[src/rtl/button_pkg.sv]
// Shared types and default constants for the push-button count controller.
package button_pkg;

  // Controller states: idle, first-step hold, auto-repeat, and wait-for-release after a clear
  typedef enum logic [2:0] {
    IDLE,
    HOLD_UP,
    HOLD_DN,
    REP_UP,
    REP_DN,
    CLEAR_WAIT
  } bc_state_t;

  localparam int DEF_WIDTH           = 6;
  localparam int DEF_LED_W           = 4;
  localparam int DEF_DEBOUNCE_CYCLES = 120000;   // 10 ms at 12 MHz
  localparam int DEF_REPEAT_DELAY    = 6000000;  // 0.5 s at 12 MHz
  localparam int DEF_REPEAT_PERIOD   = 1200000;  // 0.1 s at 12 MHz

  // Width of the repeat timer: it only ever has to hold max(delay, period) - 1
  function automatic int timer_w(input int delay, input int period);
    int m;
    m = (delay > period) ? delay : period;
    return (m > 1) ? $clog2(m) : 1;
  endfunction

  localparam int DEF_TIMER_W = timer_w(DEF_REPEAT_DELAY, DEF_REPEAT_PERIOD);

endpackage

[src/rtl/button_debounce.sv]
// Synchroniser, debouncer and press detector for one raw push-button.
module button_debounce
  import button_pkg::*;
#(
  parameter int DEBOUNCE_CYCLES = DEF_DEBOUNCE_CYCLES
) (
  input  logic clk,
  input  logic rst_n,
  input  logic btn_raw,
  output logic db,
  output logic press
);

  localparam int CNT_W = $clog2(DEBOUNCE_CYCLES + 1);

  logic             sync_a;
  logic             sync_b;
  logic             db_q;
  logic [CNT_W-1:0] cnt;

  // Two-flop synchroniser for the asynchronous pin
  // NOTE: non-blocking assignments make sync_b take the old sync_a, giving two real stages.
  always_ff @(posedge clk or negedge rst_n) begin
    if (!rst_n) begin
      sync_a <= 1'b0;
      sync_b <= 1'b0;
    end else begin
      sync_a <= btn_raw;
      sync_b <= sync_a;
    end
  end

  // Count consecutive cycles the synchronised level disagrees with db; flip db once the count is full
  always_ff @(posedge clk or negedge rst_n) begin
    if (!rst_n) begin
      cnt <= '0;
      db  <= 1'b0;
    end else if (sync_b == db) begin
      cnt <= '0;
    end else if (cnt == CNT_W'(DEBOUNCE_CYCLES)) begin
      cnt <= '0;
      db  <= ~db;
    end else begin
      cnt <= cnt + CNT_W'(1);
    end
  end

  // Delayed copy of db for rising-edge detection
  always_ff @(posedge clk or negedge rst_n) begin
    if (!rst_n) begin
      db_q <= 1'b0;
    end else begin
      db_q <= db;
    end
  end

  assign press = db & ~db_q;

endmodule

[src/rtl/button_ctrl.sv]
// Two-button count controller: up/down step, auto-repeat on hold, clear when both are held.
module button_ctrl
  import button_pkg::*;
#(
  parameter int WIDTH           = DEF_WIDTH,
  parameter int LED_W           = DEF_LED_W,
  parameter int DEBOUNCE_CYCLES = DEF_DEBOUNCE_CYCLES,
  parameter int REPEAT_DELAY    = DEF_REPEAT_DELAY,
  parameter int REPEAT_PERIOD   = DEF_REPEAT_PERIOD
) (
  input  logic             clk,
  input  logic             rst_n,
  input  logic [1:0]       buttons,
  output logic [WIDTH-1:0] count,
  output logic [LED_W-1:0] led,
  output logic             step,
  output logic             dir,
  output logic             cleared
);

  localparam int RT_W = timer_w(REPEAT_DELAY, REPEAT_PERIOD);

  bc_state_t       state;
  logic [RT_W-1:0] rt;
  logic [RT_W-1:0] rt_limit;
  logic            db_up, db_dn;
  logic            press_up, press_dn;
  logic            hold_up, in_rep;
  logic            own_db, other_db;

  button_debounce #(.DEBOUNCE_CYCLES(DEBOUNCE_CYCLES)) u_db_up (
    .clk     (clk),
    .rst_n   (rst_n),
    .btn_raw (buttons[0]),
    .db      (db_up),
    .press   (press_up)
  );

  button_debounce #(.DEBOUNCE_CYCLES(DEBOUNCE_CYCLES)) u_db_dn (
    .clk     (clk),
    .rst_n   (rst_n),
    .btn_raw (buttons[1]),
    .db      (db_dn),
    .press   (press_dn)
  );

  // In the hold/repeat states, "own" is the button being held and "other" is the one that clears
  assign hold_up  = (state == HOLD_UP) || (state == REP_UP);
  assign in_rep   = (state == REP_UP)  || (state == REP_DN);
  assign own_db   = hold_up ? db_up : db_dn;
  assign other_db = hold_up ? db_dn : db_up;
  assign rt_limit = in_rep ? RT_W'(REPEAT_PERIOD - 1) : RT_W'(REPEAT_DELAY - 1);

  assign led = count[LED_W-1:0];

  // Controller FSM with registered count and pulse outputs; clear beats release beats repeat
  always_ff @(posedge clk or negedge rst_n) begin
    if (!rst_n) begin
      state   <= IDLE;
      rt      <= '0;
      count   <= '0;
      step    <= 1'b0;
      dir     <= 1'b1;
      cleared <= 1'b0;
    end else begin
      // NOTE: pulses default low here so every path below only has to raise them.
      step    <= 1'b0;
      cleared <= 1'b0;
      case (state)
        IDLE: begin
          rt <= '0;
          if (db_up && db_dn) begin
            count   <= '0;
            cleared <= 1'b1;
            state   <= CLEAR_WAIT;
          end else if (press_up) begin
            count <= count + WIDTH'(1);
            step  <= 1'b1;
            dir   <= 1'b1;
            state <= HOLD_UP;
          end else if (press_dn) begin
            count <= count - WIDTH'(1);
            step  <= 1'b1;
            dir   <= 1'b0;
            state <= HOLD_DN;
          end
        end

        HOLD_UP, HOLD_DN, REP_UP, REP_DN: begin
          if (other_db) begin
            rt      <= '0;
            count   <= '0;
            cleared <= 1'b1;
            state   <= CLEAR_WAIT;
          end else if (!own_db) begin
            rt    <= '0;
            state <= IDLE;
          end else if (rt == rt_limit) begin
            rt    <= '0;
            step  <= 1'b1;
            dir   <= hold_up;
            count <= hold_up ? count + WIDTH'(1) : count - WIDTH'(1);
            state <= hold_up ? REP_UP : REP_DN;
          end else begin
            rt <= rt + RT_W'(1);
          end
        end

        CLEAR_WAIT: begin
          rt <= '0;
          if (!db_up && !db_dn) begin
            state <= IDLE;
          end
        end

        default: begin
          rt    <= '0;
          state <= IDLE;
        end
      endcase
    end
  end

endmodule

[config.mk]
export PLATFORM = sky130hd
export DESIGN_NAME = button_ctrl
export DESIGN_NICKNAME = d
export VERILOG_FILES = /design/src/rtl/button_pkg.sv /design/src/rtl/button_debounce.sv /design/src/rtl/button_ctrl.sv
export SDC_FILE = /design/constraint.sdc
export NUM_CORES = 1
export LEC_CHECK = 0
export BUFFER_PORTS_ARGS = -buffer_cell sky130_fd_sc_hd__clkbuf_2
export CORE_AREA = 2 2 71 123
export CTS_CLUSTER_DIAMETER = 60
export DETAILED_ROUTE_END_ITERATION = 12
export DIE_AREA = 0 0 73 125
export PLACE_DENSITY = 0.69
export SYNTH_ARGS = -nofsm -noshare
export SYNTH_HDL_FRONTEND = slang
export SYNTH_SLANG_ARGS = --single-unit
[constraint.sdc]
create_clock -name clk -period 2.1 [get_ports clk]
set_input_delay 0.21 -clock clk [delete_from_list [all_inputs] [get_ports clk]]
set_output_delay 0.21 -clock clk [all_outputs]
set_load 0.01 [all_outputs]
# ---- Word level (Yosys, flattened, before mapping)
# Cells that the tools add are included.
dict set report classes {
  eq_ne 20
  n_addsub 5
  reduce_logical 14
  n_mux 45
  bitwise_logic 8
}
# operator n
set ops {}
lappend ops {{2-to-1 mux 23 bit} 5}
lappend ops {{2-to-1 mux 17 bit} 4}
lappend ops {{2-to-1 mux 6 bit} 7}
lappend ops {{adder 17 x 1 -> 17 bit (second input constant)} 2}
lappend ops {{equality test 17 bit (second input constant)} 2}
lappend ops {{2-to-1 mux 3 bit} 8}
lappend ops {{adder 23 x 1 -> 23 bit (second input constant)} 1}
lappend ops {{equality test 23 bit} 1}
lappend ops {{2-to-1 mux 1 bit} 16}
lappend ops {{one-hot mux 6 bit (2 select lines)} 1}
lappend ops {{inequality test 2 bit (second input constant)} 5}
lappend ops {{inequality test 3 bit (second input constant)} 3}
lappend ops {{one-hot mux 3 bit (3 select lines)} 1}
lappend ops {{inequality test 4 bit (second input constant)} 2}
lappend ops {{adder 6 x 1 -> 6 bit (second input constant)} 1}
lappend ops {{equality test 3 x 2 -> 1 bit (second input constant)} 2}
lappend ops {{equality test 3 bit (second input constant)} 2}
lappend ops {{inverter 1 bit} 6}
lappend ops {{one-hot mux 1 bit (2 select lines)} 3}
lappend ops {{AND reduction 6 bit} 1}
lappend ops {{subtractor 6 x 1 -> 6 bit (second input constant)} 1}
lappend ops {{AND reduction 2 bit} 2}
lappend ops {{AND reduction 4 bit} 1}
lappend ops {{OR reduction 4 bit} 1}
lappend ops {{other kinds (9)} 14}
dict set report totals {
  ff_bits 77
  word_cells 108
  inputBits 4
  out_inout_bits 13
}

# ---- Longest topological paths before layout
# Gate-level depths: netlist of run 1.
dict set report logic_depth {
  word_depth 8
  mapped_depth 9
  ltp_nobuf 8
}

# ---- Cells and area by module
# From an unflattened synthesis of run 1, not the netlist that was laid out.
dict set report unflattened {
  cells_unflattened 453
  area_unflattened_um2 4266.6
}
# module seq_area_each_um2 area_per_inst_um2 n_inst cells_per_inst
set by_module_without_submodules {}
lappend by_module_without_submodules {button_ctrl 877.1 2219.6 1 257}
lappend by_module_without_submodules {button_debounce 525.5 1023.5 2 98}

# ---- Worst setup path before layout of run 1
# Ideal clock, no wire load.
dict set report synth_path {
  path_kind {register -> register}
  start {register rt[18]}
  end {register state[1]}
  synth_period_minus_slack_ns 2.030
  arrival_time_ns 1.905
  setup_ns 0.125
  path_buffers 0
  stages_incl_launch_ff 7
  setup_slack_ns 0.070
  t_required_ns 1.975
  path_cell_list {dfrtp_1 > or4b_4 > a2111oi_4 > nand2_1 > o21bai_4 > o311ai_2 > mux2_4}
}
dict set report synth_via {
  elab_chain_len 3
}
# element line
set synth_rtl {}
lappend synth_rtl {{from (decl)} button_ctrl.sv:24} ;# logic [RT_W-1:0] rt;
lappend synth_rtl {{from (signal assigned)} button_ctrl.sv:105} ;# rt <= rt + RT_W'(1);
lappend synth_rtl {{equality test 23 bit} button_ctrl.sv:98} ;# end else if (rt == rt_limit) begin
lappend synth_rtl {{inequality test 4 bit (no source line)} --}
lappend synth_rtl {{AND reduction 3 bit (no source line)} --}
lappend synth_rtl {{to (signal assigned)} button_ctrl.sv:103} ;# state <= hold_up ? REP_UP : REP_DN;
lappend synth_rtl {{to (decl)} button_ctrl.sv:23} ;# bc_state_t state;
# No other way between the ends.
# A chain may end at the register's enable or synchronous reset.

# ---- Final worst setup path of run 1
dict set report layout_path {
  start {register rt[13]}
  end {register state[2]}
}
# The elaborated chain is that of the path after synthesis.

==> results.yml, run 1 <==
die:
  ios: 17
  die_w_um: 73
  rows: 44
  start_util_pct: 49.4
  dieHeight_um: 125
  coreArea_um2: 8200
  dieArea_um2: 9130
route:
  dr_total_vias: 3080
  first_pass_iters: 4
  drt_iter0_drc: 118
  wl_per_cell_um: 14.5
  route.detailed.drc: 0
  final_antenna_net_count: 0
  route.final.wire_length_mm: 8.12
  vias_per_cell: 5.49
timing:
  finalSetupViolCount: 0
  fmax_mhz: 494
  fin_crit_sh_pct: 96.3
  min_period_ns: 2.02
  relSlewSlack_pct: 62.4
  slew_viol_final: 0
  grt_setup_unrepaired: "true"
  worstMarginPinSlew_ns: 0.564
  setup_ws_ns: 0.0770
  hold_violations: 0
  fin_skew_ns: 0.00647
layout:
  fin_area_um2: 4680
  fin_cells: 561
  final_common_cell: "dfrtp_1"
  mostFrequentLayoutCells: "76 x dfrtp_1, 66 x nor2_1, 37 x nand2_1, 29 x xor2_1, 23 x nand3_1"
  fillers: 710
  fin_util_pct: 57.0
  synthToLayoutAreaGrowth_pct: 15.3
  layout-drive-gt1-share_pct: 14.7
  nets: 475
  n_antenna_cell: 0
min_path:
  hold_path_end: "u_db_up.sync_b$_DFF_PN0_"
  hp-start: "u_db_up.sync_a$_DFF_PN0_"
  hp-class: "reg -> reg"
  hold_depth: 0
power:
  p_leak_uw: 0.00211
  cellPowerDensity_nw_per_um2: 645
  p_seq_share_pct: 50.1
  comb_power_share_pct: 2.5
  internal-power_uw: 2380
  total_power_uw: 3020
  ir_drop_uv: 519
  p_clk_share_pct: 47.4
  netSwitchingPower_uw: 631
  netSwitchingFraction_pct: 20.9
global_routing:
  grt_antenna_before_repair: 0
  grt_pass1_wl_mm: 14.2
  grt_pass1_vias: 3182
  grt_max_degree: 45
  track_usage_pct: 19.8
  overflow: 0
yosys:
  synthFlopType: "dfrtp_1"
  synth_cell_types: 59
  ys_ff_latch: 77
  ys_seq_area_share_pct: 47.5
  syn_inst: 428
  yosysWarnings: 0
  synth_enable_flop_cells: 0
  netlist_area_um2: 4060
  synth.avg_cell_area_um2: 9.47
  synth_nets: 439
  synthArstFlopShare_pct: 100
worst_setup_path:
  r2r_slack_ns: 0.08
  critical_path_class: "reg -> reg"
  crit_chain: "or4b_4, a2111oi_4, nand2_1, o21bai_4, o311ai_4, mux2_4"
  timing.rr.end: "state[2]$_DFFE_PN0P_"
  rr_worst_depth: 6
  required_ns: 2.32
  cp-start-kind: "register"
  cp-end-kind: "register"
  cp_slowest_stage_delay_ns: 0.55
  rr_startpoint: "rt[13]$_DFF_PN0_"
  worstPathArrival_ns: 2.24
  worstPathMaxFanout: 3
  cp_slowest_cell: "or4b_4"
placement:
  post-place-ws_ns: 0.0552
  post_dp_cell_area_um2: 4340
  dp_hpwl_mm: 5.84
  globalplace.congestion: 0.872
  port_buffers: 16
  dp_cells: 541
flow_run:
  cap_violations: 0
cts:
  cts_tree: "built"
  clk_pin_slew_ns: 0.06
  numCtsBuffers: 9
  root_buffer: "clkbuf_16"
  h-tree-depth: 3
  clkSinkCount: 77
  cts.path.max_buffers: 2
  clk-insertion-delay-late_ns: 0.33
status:
  outcome: "finished, final reports clean"
-- synthesized netlist by cell type, types with 3 or more instances --
cell / instances / area share [%]
buf_4: 4 / 0.74
nor3_1: 7 / 0.86
nor2b_1: 5 / 0.77
nand4_1: 5 / 0.77
xor2_1: 29 / 6.3
ha_1: 7 / 2.2
nand3_1: 23 / 2.8
buf_2: 8 / 0.99
and3_1: 18 / 2.8
o21ai_0: 17 / 2.1
mux2_2: 3 / 0.83
xnor2_1: 17 / 3.7
nor2_1: 66 / 6.1
inv_1: 15 / 1.4
nand2b_1: 6 / 0.93
dfrtp_1: 76 / 47
clkbuf_1: 5 / 0.46
or3_1: 13 / 2.0
a21oi_1: 21 / 2.6
nor4_1: 4 / 0.62
nand2_1: 37 / 3.4
-- worst max-delay path, delay by kind of cell (launching register included) --
family | cells | cell delay [ns]
and+or+nand+nor | 2 | 0.69
muxes | 1 | 0.32
DFF | 1 | 0.37
AOI/OAI and AO/OA | 3 | 0.54
-- through the flow --
stage,hold WS [ns],TNS (ns)
final,0.348,0
after CTS,0.348,0
after global placement,0.246,0
after global routing,0.368,-0.0465
after detailed placement,0.251,0
after floorplan,-0.0856,0
-- cells by family after synthesis --
family	synth area share [%]
multiplexers	1.82
flip-flops	47.5
AND/OR/NAND/NOR	24.6
AO/OA/AOI/OAI	10.3
adder cells (fa/ha/maj)	2.16
buffers and inverters	3.67
XOR/XNOR	9.94
-- state kept, by name, summed over array words and instances, names as in the netlist, 3 cells and up --
signal       count
count            6
u_db_dn.cnt     17
rt              23
u_db_up.cnt     17
state            3
-- routing by layer --
metal / vias up / GRT usage [%] / routed length (um)
met5: - / 0 / 0
met4: 0 / 10.6 / 245
met3: 13 / 4.35 / 166
met2: 46 / 33.3 / 4380
met1: 1487 / 22.7 / 3320
li1: 1534 / - / -
-- cell type report --
cell class / instances / area (um^2) / share of cell area (%)
Tap cell: 92 / 115 / 2.46
Multi-Input combinational cell: 318 / 1990 / 42.7
Clock buffer: 14 / 264 / 5.65
Clock inverter: 2 / 10.0 / 0.214
Sequential cell: 77 / 1930 / 41.2
Inverter: 16 / 62.6 / 1.34
Timing Repair Buffer: 42 / 302 / 6.45
-- power groups by stage --
stage | sequential [uW] | combinational (uW) | clock (uW)
final | 1510 | 76.1 | 1430
after global routing | 1510 | 90.9 | 1530
after CTS | 1510 | 80.0 | 1470
after detailed placement | 1540 | 75.1 | 0
after global placement | 1540 | 73.4 | 0
after floorplan | 1530 | 29.4 | 0
-- worst max path at each step --
stage | startpoint | end | slack [ns] | depth (start not counted)
2_1_floorplan | rt[18]$_DFF_PN0_ | state[1]$_DFFE_PN0P_ | 0.07 | 6
3_3_place_gp | rt[13]$_DFF_PN0_ | count[1]$_DFFE_PN0P_ | 0.09 | 7
3_5_place_dp | rt[13]$_DFF_PN0_ | count[1]$_DFFE_PN0P_ | 0.06 | 7
4_1_cts | rt[13]$_DFF_PN0_ | count[1]$_DFFE_PN0P_ | 0.04 | 7
5_1_grt | rt[13]$_DFF_PN0_ | dir$_DFFE_PN1P_ | -0.03 | 7
6_report | rt[13]$_DFF_PN0_ | state[2]$_DFFE_PN0P_ | 0.08 | 6
-- timing repair --
| item | CTS | global route |
|---|---|---|
| hold buffers | 3 | 0 |
| resized for setup | 0 | 4 |
| setup buffers | 0 | 1 |
| endpoints found under the setup margin | 0 | 7 |
| endpoints found under the hold margin | 44 | 0 |
No activity file was read; power rests on OpenSTA's default activity.
==> run 2: changes to the inputs <==
- ABC_AREA: unset -> 1
- CORE_AREA: 2 2 71 123 -> 2 2 76 132
- DIE_AREA: 0 0 73 125 -> 0 0 78 134
==> run 2 against run 1 <==
  * Worst hold slack worse by 0.0019 ns
  * Critical path depth up 4
  * Worst setup slack better by 0.19 ns
  * Combinational power up 18%
  * Fmax up 10%
  * Synthesized cell count up 43%
  * Critical path type unchanged
==> results.yml, run 2 <==
yosys:
  synth.avg_cell_area_um2: 7.63
  synth_enable_flop_cells: 0
  ys_ff_latch: 77
  synth_commonest_cells: "127 x nand2_1, 95 x nor2_1, 81 x inv_1, 76 x dfrtp_1, 52 x nand3_1"
  synth_top_cell_by_area: "dfrtp_1"
  synthTopCellsByArea: "dfrtp_1 41%, nand2_1 10%, nor2_1 7.6%"
  synthArstFlopShare_pct: 100
  netlist_area_um2: 4680
  ys_seq_area_share_pct: 41.2
  synth_nets: 624
  syn_inst: 613
  yosysWarnings: 0
  synthFlopType: "dfrtp_1"
  synth_top_cell_area_share_pct: 40.6
  synth_cell_types: 41
  synth.most_common_cell: "nand2_1"
timing:
  fin_crit_sh_pct: 87.4
  worstMarginPinSlew_ns: 0.500
  hold_violations: 0
  fin_skew_ns: 0.00467
  min_period_ns: 1.84
  grt_setup_unrepaired: "false"
  setup_ws_ns: 0.264
  fmax_mhz: 545
  relSlewSlack_pct: 66.7
  whs_ns: 0.346
  slew_viol_final: 0
  finalSetupViolCount: 0
  finalSetupTns_ns: 0
layout:
  mostFrequentLayoutCells: "127 x nand2_1, 95 x nor2_1, 81 x inv_1, 76 x dfrtp_1, 52 x nand3_1"
  n_antenna_cell: 0
  nets: 644
  synthToLayoutAreaGrowth_pct: 11.0
  largest_register_ffs: 23
  layout-drive-gt1-share_pct: 12.7
  largestRegisters: "rt (23), u_db_dn.cnt (17), u_db_up.cnt (17)"
  top_register: "rt"
  final_common_cell: "nand2_1"
  fillers: 902
  fin_area_um2: 5190
placement:
  post-place-ws_ns: 0.288
  globalplace.congestion: 0.942
  post_dp_cell_area_um2: 4850
  dp_hpwl_mm: 7.85
  port_buffers: 16
power:
  p_leak_uw: 0.00236
  cellPowerDensity_nw_per_um2: 628
  ir_drop_uv: 421
worst_setup_path:
  worstPathMaxFanout: 25
  critical_path_class: "reg -> reg"
  cp_slowest_stage_delay_ns: 0.37
  worstPathArrival_ns: 2.07
  path_common_cell: "nand2_1"
  timing.rr.end: "state[2]$_DFFE_PN0P_"
  crit_buf_inv: 0
  crit_family: "simple AND/OR/NAND/NOR gates"
  rr_startpoint: "rt[0]$_DFF_PN0_"
  r2r_slack_ns: 0.26
  rr_worst_depth: 10
  cp_slowest_cell: "dfrtp_1"
  required_ns: 2.33
  cp-start-kind: "register"
  crit_chain: "ha_1, nand2_1, nor2_4, nand3_2, nor2_2, nand3_2, nand2_4, nand2_1, nand2_1, nand2_1"
  cp-end-kind: "register"
cts:
  cts_tree: "built"
  h-tree-depth: 3
  root_buffer: "clkbuf_16"
  cts_resized: 0
  clk_pin_slew_ns: 0.06
  clk-insertion-delay-late_ns: 0.34
  cts.path.max_buffers: 2
  clkSinkCount: 77
  numCtsBuffers: 9
route:
  first_pass_iters: 4
  drt_iter0_drc: 163
  vias_per_cell: 5.30
  dr_total_vias: 4022
  route.detailed.drc: 0
  final_antenna_net_count: 0
  route.final.wire_length_mm: 10.4
  wl_per_cell_um: 13.6
die:
  ios: 17
  start_util_pct: 49.7
  coreArea_um2: 9410
  die_w_um: 78
  rows: 47
  dieArea_um2: 10500
  dieHeight_um: 134
global_routing:
  overflow: 0
  track_usage_pct: 21.6
  grt_pass1_wl_mm: 17.8
  grt_pass1_vias: 4014
  grt_max_degree: 43
  grt_antenna_before_repair: 0
min_path:
  hold_depth: 0
  hp-class: "reg -> reg"
  hold_path_end: "u_db_up.sync_b$_DFF_PN0_"
  hp-start: "u_db_up.sync_a$_DFF_PN0_"
status:
  outcome: "finished, final reports clean"
flow_run:
  cap_violations: 0
run 2: cell types whose count changed after synthesis, sizes merged, moves of 16 or more:
cell,previous run,this run
nor2,66,108
and3,18,0
nand3,23,54
nand2,37,140
nand4,5,21
inv,16,85
nor3,7,27
run 2: repair_timing:
item                      4_1_cts  5_1_grt
hold buffers                    3        0
setup buffers                   0        0
hold endpoints to repair       36        0
run 2: layer usage:
metal	GRT usage [%]	part of all wire [%]	vias up
li1	-	-	1998
met1	21.5	37	1920
met2	40.7	56	66
met3	3.03	1.9	38
met4	13.8	5.1	0
met5	0	0	-
run 2: kinds of logic (layout without fill, tap and decap cells):
family	after synthesis	after routing	share of synthesized area [%]
mux	1	1	0.241
xor+xnor	27	27	5.05
compound gates	37	37	5.05
fa+ha+maj	7	7	1.87
buf+inv	98	122	8.85
simple gates	366	366	37.7
flops	77	77	41.2
run 2: worst max-delay path by stage:
stage | slack [ns] | start | cells past startpoint | endpoint
after global routing | 0.09 | rt[0]$_DFF_PN0_ | 10 | state[1]$_DFFE_PN0P_
after detailed placement | 0.29 | rt[0]$_DFF_PN0_ | 10 | state[2]$_DFFE_PN0P_
after CTS | 0.25 | rt[0]$_DFF_PN0_ | 10 | state[2]$_DFFE_PN0P_
after floorplan | 0.61 | count[0]$_DFFE_PN0P_ | 7 | count[1]$_DFFE_PN0P_
final | 0.26 | rt[0]$_DFF_PN0_ | 10 | state[2]$_DFFE_PN0P_
after global placement | 0.38 | rt[0]$_DFF_PN0_ | 10 | state[0]$_DFFE_PN0P_
run 2: cell type report:
cell class	count	area (um^2)	share of cell area, %
multi-input combinational	438	2340	45.0
sequential	77	1930	37.1
inverter	86	323	6.21
clock buffer	10	239	4.60
tap	122	153	2.94
timing repair buffer	21	140	2.70
clock inverter	5	75.1	1.45
run 2: worst register-to-register path, cell delays in order (launching register included):
cell and delay (ns):
dfrtp_1 0.37, ha_1 0.18, nand2_1 0.11, nor2_4 0.15
nand3_2 0.12, nor2_2 0.16, nand3_2 0.10, nand2_4 0.25
nand2_1 0.15, nand2_1 0.10, nand2_1 0.05
run 2: report_power, final:
part | total, uW | internal (uW) | switching, uW
sequential | 1510 | 1500 | 11.6
clock | 1660 | 1060 | 604
combinational | 89.7 | 28.2 | 61.5
total | 3260 | 2580 | 677
run 2: metrics by stage:
stage                     std cells  utilization (%)  power, uW
after floorplan                 613                -       1570
after global placement          741             51.6       1620
after detailed placement        741             51.6       1620
after CTS                       759             55.2       3280
after global routing            759             55.2       3350
final                           759             55.2       3260
==> run 3: changes to the inputs <==
- CELL_PAD_IN_SITES_DETAIL_PLACEMENT: unset -> 2
- CELL_PAD_IN_SITES_GLOBAL_PLACEMENT: unset -> 2
- CORE_AREA: 2 2 76 132 -> 2 2 94 163
- DIE_AREA: 0 0 78 134 -> 0 0 96 165
- PLACE_DENSITY: 0.69 -> unset
- PLACE_DENSITY_LB_ADDON: unset -> 0.1
==> run 3 against run 2 <==
  * Sequential cell count is the same
  * Clock-buffer cell count is the same
  * Critical endpoint is now state[1]$_DFFE_PN0P_
  * Non-clock buffer count grew 2
  * Highest routed layer unchanged
  * Combinational power grew 5.2%
  * Via count grew 2.0%
  * Worst setup slack lost 0.0047 ns
  * Register-to-register slack is essentially flat
  * Critical path type unchanged
==> results.yml, run 3 (synthesized netlist as in run 2, its figures left out) <==
power:
  netSwitchingPower_uw: 712
  p_leak_uw: 0.00236
  p_seq_share_pct: 46.0
  netSwitchingFraction_pct: 21.7
  internal-power_uw: 2570
  ir_drop_uv: 350
  comb_power_share_pct: 2.9
  cellPowerDensity_nw_per_um2: 621
  p_clk_share_pct: 51.1
worst_setup_path:
  worstPathArrival_ns: 2.07
  required_ns: 2.33
  worst-path-stages: 10
  crit_start: "rt[0]$_DFF_PN0_"
  path_common_cell: "nand2_1"
  crit_buf_inv: 0
  cp-end-kind: "register"
  worstPathMaxFanout: 25
  crit_family: "simple AND/OR/NAND/NOR gates"
  cp-start-kind: "register"
  critical_path_class: "reg -> reg"
  crit_chain: "ha_1, nand2_1, nor2_4, nand3_2, nor2_2, nand3_2, nand2_4, nand2_1, nand2_1, nand2_1"
  rr_startpoint: "rt[0]$_DFF_PN0_"
  rr_worst_depth: 10
  cp_slowest_cell: "dfrtp_1"
  cp_slowest_stage_delay_ns: 0.37
  timing.rr.end: "state[1]$_DFFE_PN0P_"
  crit_end: "state[1]$_DFFE_PN0P_"
  r2r_slack_ns: 0.26
layout:
  final_common_cell: "nand2_1"
  largestRegisters: "rt (23), u_db_dn.cnt (17), u_db_up.cnt (17)"
  fin_util_pct: 36.6
  nets: 646
  synthToLayoutAreaGrowth_pct: 12.9
  mostFrequentLayoutCells: "127 x nand2_1, 95 x nor2_1, 81 x inv_1, 76 x dfrtp_1, 52 x nand3_1"
  n_antenna_cell: 0
  largest_register_ffs: 23
  layout-drive-gt1-share_pct: 12.8
  top_register: "rt"
  fin_cells: 819
  fillers: 1716
  fin_area_um2: 5280
die:
  dieHeight_um: 165
  die_w_um: 96
  ios: 17
  start_util_pct: 32.4
  rows: 58
  dieArea_um2: 15800
  coreArea_um2: 14400
placement:
  dp_cells: 801
  globalplace.congestion: 0.815
  post_dp_cell_area_um2: 4940
  dp_hpwl_mm: 11.1
  port_buffers: 16
route:
  wl_per_cell_um: 16.9
  route.detailed.drc: 0
  dr_total_vias: 4103
  vias_per_cell: 5.01
  first_pass_iters: 4
  final_antenna_net_count: 0
  route.final.wire_length_mm: 13.9
  drt_iter0_drc: 120
timing:
  fmax_mhz: 543
  worstMarginPinSlew_ns: 0.764
  hold_violations: 0
  slew_viol_final: 0
  fin_skew_ns: 0.00815
  finalSetupViolCount: 0
  fin_crit_sh_pct: 87.7
  relSlewSlack_pct: 49.1
  min_period_ns: 1.84
  grt_setup_unrepaired: "false"
  finalSetupTns_ns: 0
cts:
  clk-insertion-delay-late_ns: 0.34
  clkSinkCount: 77
  h-tree-depth: 3
  numCtsBuffers: 9
  clk_pin_slew_ns: 0.06
  cts_tree: "built"
  cts_resized: 0
  root_buffer: "clkbuf_16"
  cts.path.max_buffers: 2
global_routing:
  track_usage_pct: 19.4
  grt_max_degree: 56
  grt_antenna_before_repair: 0
  overflow: 0
  grt_pass1_vias: 4855
  grt_pass1_wl_mm: 23.7
flow_run:
  cap_violations: 0
status:
  outcome: "finished, final reports clean"
min_path:
  hp-class: "reg -> reg"
[run 3: changes by cell type in the layout (fill, tap and decap cells not counted)]
cell	previous run	this run
clkinv_2	3	0
buf_4	2	4
clkbuf_1	0	1
clkbuf_8	1	0
clkinv_4	0	1
clkinvlp_4	0	1
inv_6	0	1
[run 3: worst min path at each step]
stage	from	cells past startpoint	slack, ns	end
after global routing	u_db_dn.sync_a$_DFF_PN0_	0	0.37	u_db_dn.sync_b$_DFF_PN0_
final	u_db_dn.sync_a$_DFF_PN0_	0	0.36	u_db_dn.sync_b$_DFF_PN0_
after floorplan	rst_n	0	-0.09	cleared$_DFF_PN0_
after CTS	u_db_dn.sync_a$_DFF_PN0_	0	0.36	u_db_dn.sync_b$_DFF_PN0_
after global placement	buttons[0]	1	0.32	u_db_up.sync_a$_DFF_PN0_
after detailed placement	buttons[1]	1	0.32	u_db_dn.sync_a$_DFF_PN0_
[run 3: timing repair]
action                    in CTS  in global routing
hold endpoints to repair      55                  0
hold buffers                   3                  0
setup buffers                  0                  0
[run 3: through the flow]
step                      total power [uW]  hold WS, ns  setup WS, ns
final                                 3280        0.355         0.259
after global routing                  3410        0.367        0.0843
after CTS                             3340        0.361         0.220
after detailed placement              1630        0.320         0.239
after global placement                1630        0.321         0.343
after floorplan                       1570      -0.0856         0.614
[run 3: cell type report]
| class | count | area [um^2] | share of cell area, % |
|---|---|---|---|
| multi-input combinational | 438 | 2340 | 44.2 |
| sequential | 77 | 1930 | 36.5 |
| inverter | 86 | 323 | 6.11 |
| clock buffer | 10 | 229 | 4.33 |
| tap | 180 | 225 | 4.26 |
| timing repair buffer | 23 | 155 | 2.94 |
| clock inverter | 5 | 85.1 | 1.61 |
[run 3: power by group through the flow]
stage | combinational (uW) | clock, uW | sequential, uW
after global placement | 91.4 | 0 | 1540
after CTS | 100 | 1730 | 1510
after floorplan | 38.6 | 0 | 1530
after detailed placement | 94.6 | 0 | 1540
after global routing | 111 | 1780 | 1510
final | 94.4 | 1680 | 1510
[run 3: worst reg2reg max path, delay by kind of cell, from the launching register on]
kind                     cells  cell delay (ns)
adder cells (fa/ha/maj)      1             0.18
AND/OR/NAND/NOR              9             1.18
flip-flops                   1             0.37
[run 3: routing by layer]
metal	share of wire (%)	routed length, um	track usage, %
met1	37	5140	19.3
met2	60	8390	39.8
met3	1.1	159	2.51
met4	1.3	185	5.00
met5	0	0	0
